`src/rtl/sram_arbiter.sv`:
```
// Round-robin arbiter sharing one single-port SRAM between NUM_REQ requesters.
// Grants at most one request per cycle, drives the SRAM combinationally and
// returns read data to the granted requester one cycle later.
module sram_arbiter #(
  parameter int unsigned NUM_REQ    = 4,
  parameter int unsigned BIT_WIDTH  = 64,
  parameter int unsigned WORD_DEPTH = 512
) (
  input  logic                                     clk_i,
  input  logic                                     rst_i,
  input  logic [NUM_REQ-1:0]                       req_valid_i,
  output logic [NUM_REQ-1:0]                       req_ready_o,
  input  logic [NUM_REQ-1:0]                       req_wen_i,
  input  logic [NUM_REQ*(BIT_WIDTH/8)-1:0]         req_bm_i,
  input  logic [NUM_REQ*$clog2(WORD_DEPTH)-1:0]    req_addr_i,
  input  logic [NUM_REQ*BIT_WIDTH-1:0]             req_dat_i,
  output logic [NUM_REQ-1:0]                       rsp_valid_o,
  output logic [BIT_WIDTH-1:0]                     rsp_dat_o,
  output logic                                     sram_en_o,
  output logic                                     sram_wen_o,
  output logic [BIT_WIDTH/8-1:0]                   sram_bm_o,
  output logic [$clog2(WORD_DEPTH)-1:0]            sram_addr_o,
  output logic [BIT_WIDTH-1:0]                     sram_dat_o,
  input  logic [BIT_WIDTH-1:0]                     sram_dat_i
);

  localparam int unsigned AW  = $clog2(WORD_DEPTH);
  localparam int unsigned BMW = BIT_WIDTH / 8;
  localparam int unsigned PW  = (NUM_REQ > 1) ? $clog2(NUM_REQ) : 1;
  localparam int unsigned CW  = PW + 1;

  logic [PW-1:0]      ptr_q, ptr_d;
  logic [NUM_REQ-1:0] rsp_valid_q, rsp_valid_d;

  logic               gnt_found;
  logic [PW-1:0]      gnt_idx;
  logic [CW-1:0]      cand;
  logic               accept;

  // Rotating-priority search starting at ptr; extra bit avoids overflow before the wrap compare.
  always_comb begin
    gnt_found = 1'b0;
    gnt_idx   = '0;
    cand      = '0;
    for (int unsigned i = 0; i < NUM_REQ; i++) begin
      cand = {1'b0, ptr_q} + CW'(i);
      if (cand >= CW'(NUM_REQ)) begin
        cand = cand - CW'(NUM_REQ);
      end
      if (!gnt_found && req_valid_i[cand[PW-1:0]]) begin
        gnt_found = 1'b1;
        gnt_idx   = cand[PW-1:0];
      end
    end
  end

  assign accept = gnt_found && !rst_i;

  // SRAM command mux and ready; everything is forced to zero when nothing is accepted.
  always_comb begin
    req_ready_o = '0;
    sram_en_o   = 1'b0;
    sram_wen_o  = 1'b0;
    sram_bm_o   = '0;
    sram_addr_o = '0;
    sram_dat_o  = '0;
    for (int unsigned i = 0; i < NUM_REQ; i++) begin
      if (accept && (gnt_idx == PW'(i))) begin
        req_ready_o[i] = 1'b1;
        sram_en_o      = 1'b1;
        sram_wen_o     = req_wen_i[i];
        sram_bm_o      = req_bm_i[i*BMW +: BMW];
        sram_addr_o    = req_addr_i[i*AW +: AW];
        sram_dat_o     = req_dat_i[i*BIT_WIDTH +: BIT_WIDTH];
      end
    end
  end

  // Next pointer (explicit wrap, NUM_REQ need not be a power of two) and next response strobe.
  always_comb begin
    ptr_d       = ptr_q;
    rsp_valid_d = '0;
    if (accept) begin
      if (gnt_idx == PW'(NUM_REQ - 1)) begin
        ptr_d = '0;
      end else begin
        ptr_d = gnt_idx + PW'(1);
      end
      if (!req_wen_i[gnt_idx]) begin
        rsp_valid_d[gnt_idx] = 1'b1;
      end
    end
  end

  // State registers with synchronous reset.
  always_ff @(posedge clk_i) begin
    if (rst_i) begin
      ptr_q       <= '0;
      rsp_valid_q <= '0;
    end else begin
      ptr_q       <= ptr_d;
      rsp_valid_q <= rsp_valid_d;
    end
  end

  assign rsp_valid_o = rsp_valid_q;
  assign rsp_dat_o   = sram_dat_i;

endmodule

```
`config.mk`:
```
export PLATFORM = sky130hd
export DESIGN_NAME = sram_arbiter
export DESIGN_NICKNAME = d
export VERILOG_FILES = /design/src/rtl/sram_arbiter.sv
export SDC_FILE = /design/constraint.sdc
export NUM_CORES = 1
export LEC_CHECK = 0
export ABC_AREA = 1
export BUFFER_PORTS_ARGS = -buffer_cell sky130_fd_sc_hd__buf_2
export CORE_AREA = 2 2 218 220
export CTS_CLUSTER_SIZE = 25
export DETAILED_ROUTE_END_ITERATION = 16
export DIE_AREA = 0 0 220 222
export HOLD_SLACK_MARGIN = 0.05
export PLACE_DENSITY_LB_ADDON = 0.05
export REMOVE_ABC_BUFFERS = 1
export SLEW_MARGIN = 30
export SYNTH_ARGS = -nofsm -noshare
export SYNTH_HDL_FRONTEND = slang
export SYNTH_SLANG_ARGS = --single-unit
export TNS_END_PERCENT = 10
```
`constraint.sdc`:
```
create_clock -name clk_i -period 2.8 [get_ports clk_i]
set_clock_uncertainty 0.2 [all_clocks]
set_input_delay 0.14 -clock clk_i [delete_from_list [all_inputs] [get_ports clk_i]]
set_output_delay 0.14 -clock clk_i [all_outputs]
set_load 0.005 [all_outputs]
```
==> qor.txt <==
Initial DRC count: 260
TNS Setup: -9150 ps
Clk pwr share: 2.1%
Slowest stage delay, CP: 360 ps
Die footprint: 0.0488 mm^2
Fin crit period: 3000 ps
Syn Inst Count: 1133
# IOs: 553
Kind of critical path: flip-flop to output pin
Netlist cell types: 22
Fmax: 334 MHz
Bufs and invs on worst path: 8
Final non-filler cell area: 0.00922 mm^2
Final Non-Filler Cells: 2160
Leakage: 5.54 nW
Drt pass-1 iters: 4
Worst Slack Setup Final: -196 ps
Hpwl dp: 29.9 mm
Die X: 220 um
Violated checks: setup timing
Slowest CP cell: dfxtp_4
Critical Path RT: 2460 ps
Pre-CTS setup slack: -339 ps
Synth Warn #: 0
Grt ovf: 0
Worst Max-Slew Pin Slew: 248 ps
CP Launch Type: flip-flop
Most instantiated library cell after synthesis: nand2_1
ANT nets after route: 0
Slew headroom: 83.5%
First-pass GRT wire length: 52.7 mm
Largest net degree at the start of global routing: 42
Final Setup Violations: 82
Share of total power in sequential cells: 1.4%
CTS Root Cell: clkbuf_16
Drt via density: 3.64
Peak supply drop: 386 uV
P_sw: 0.00551 W
Crit path arrival time: 2660 ps
Vias in the first global route: 8100
DRC violations left: 0
GR met3 Demand/Resource: 8.55%
Routed WL: 38.1 mm
Primary FF master, synth: dfxtp_1
Delay-heaviest family, CP: buffers and inverters
Post-placement cell count: 2120
Core area: 0.0463 mm^2
Synthesized cell area: 0.00508 mm^2
Post-synthesis register bit count: 6
Critical path fanouts, max: 7
Unrepaired setup endpoints after global routing: true
Post-synth top area share: 39.4%
Largest area contributor in the netlist: nand2_1
Internal power: 0.00511 W
Worst-case clock buffer depth: 2
Met1 Usage GRT: 16.5%
Period utilisation layout: 107%
Routability cong.: 0.754
Row cnt: 79
Sequential share of the synthesized area: 2.36%
Post-synth top cells: nand2_1 (533), nor2_1 (169), inv_1 (109)
# fillers: 5599
Worst-path clk slew: 30 ps
Syn Area/Cell: 4.48 um^2
Cell Chain, Critical Path: buf_6, nand2_1, nand2_2, nand2_1, nand2_1, nand2_1, nand2_1, nand2_2, nand3_2, buf_6, ha_4, inv_4, nor2_4, buf_12, clkinv_8, bufbuf_16, buf_12, nand2_2, a21oi_2, buf_2
Max-cap violations: 0
Most numerous cell on the critical path: nand2_1
Layout cells sized above 1: 50.0%
Run status: complete, but fails checks
Die Span Y: 222 um
Via count: 7867
Logic gate share of total power: 96.5%
Largest cells by area after synthesis: nand2_1 (39%), buf_4 (13%), nor2_1 (12%)
Worst-skew pair later-pin latency: 230 ps
P&R area growth vs syn: 81.5%
Critical path endpoint category: output pin
Async SR Flop Fraction: 0%
CTS tree: done
Post-synth EDFFs: 0
Endpoints failing hold: 0
Htree depth: 1
Min-delay worst type: input pin to output pin
Overall routing resource usage: 14.5%
Starting Density: 11.0%
Fin nets: 1953
Met2 Resource Use GR: 23.7%
Area after DPL: 0.00795 mm^2
Sw Ratio: 51.9%
Pwr per Cell Area: 1150 mW/mm^2
Initial antenna violation count: 14
Count of input and output buffers: 424
Pins Over Slew Limit: 0
GRT busiest layer: met2
Fin Hold WS: 80.0 ps
Number of CTS-inserted buffers: 3
Sink Count: 6
Avg WL per Cell: 17.6 um
-- cell usage in the layout (no fill, tap or decap), drive strengths merged --
master / instances
a21o: 1
a21oi: 83
buf: 535
bufbuf: 1
clkbuf: 6
clkinv: 1
dfxtp: 6
diode: 4
dlygate4sd3: 1
ha: 4
inv: 184
nand2: 536
nand3: 12
nand4: 3
nor2: 173
o21ai: 3
-- worst reg2reg max path, stage by stage, from the launching register on --
cell	delay, ps
dfxtp_4	390
inv_6	60
nand2_1	100
nand2_4	80
nand2_4	70
nand2_4	50
nor2_4	130
nand4_1	160
nand2_4	150
inv_4	60
buf_4	120
buf_4	120
nand3_1	60
nand3_1	150
nor2_1	160
-- flip-flops by register name, indices dropped and copies added, names as in the netlist --
register     cells
ptr_q            2
rsp_valid_o      4
-- power by group through the flow --
stage	sequential [W]	combinational, W	clock (W)
2_1_floorplan	0.000136	0.00395	0
4_1_cts	0.000141	0.00946	0.000233
3_3_place_gp	0.000134	0.00850	0
3_5_place_dp	0.000132	0.00836	0
6_report	0.000146	0.0102	0.000228
5_1_grt	0.000150	0.0114	0.000240
-- through the flow --
stage | total power, W | utilization, %
2_1_floorplan | 0.00409 | -
3_3_place_gp | 0.00863 | 17.2
3_5_place_dp | 0.00849 | 17.2
4_1_cts | 0.00984 | 18.7
5_1_grt | 0.0117 | 19.9
6_report | 0.0106 | 19.9
-- layout make-up --
type	count	area (um^2)	area share [%]
diodes	4	10.0	0.109
repair buffers	540	3690	40.0
inverters	185	719	7.80
flip-flops and latches	6	128	1.38
well taps	607	759	8.24
multi-input cells	815	3840	41.7
clock buffers	3	75.1	0.814
-- worst paths after layout --
| check | from | endpoint | slack (ps) | cells after the start |
|---|---|---|---|---|
| min reg2reg | ptr_q[1] | ptr_q[1] | 330 | 2 |
| max | ptr_q[0] | sram_addr_o[8] | -200 | 20 |
| min | sram_dat_i[19] | rsp_dat_o[19] | 80 | 0 |
| max reg2reg | ptr_q[0] | rsp_valid_o[3] | 670 | 14 |
-- cells by family (layout without fill, tap and decap cells) --
kind of cell | count (synthesis) | in the layout | synth area share, %
other | 0 | 4 | 0
AND/OR/NAND/NOR | 724 | 724 | 54.8
flip-flops | 6 | 6 | 2.36
buffers and inverters | 312 | 728 | 32.5
AO/OA/AOI/OAI | 87 | 87 | 9.36
adder cells (fa/ha/maj) | 4 | 4 | 0.985
-- timing repair --
action,4_1_cts,5_1_grt
resized for setup,88,111
hold buffers,1,0
cloned,7,3
hold endpoints to repair,1,0
pin swaps,13,9
buffers inserted,11,11
endpoints found under the setup margin,86,85
-- metal layers --
| metal | vias up | share of wire [%] |
|---|---|---|
| met5 | - | 1.4 |
| met1 | 3406 | 40 |
| met2 | 342 | 45 |
| met4 | 26 | 0.71 |
| met3 | 42 | 12 |
| li1 | 4051 | - |
(Power assumes the default switching activity.)
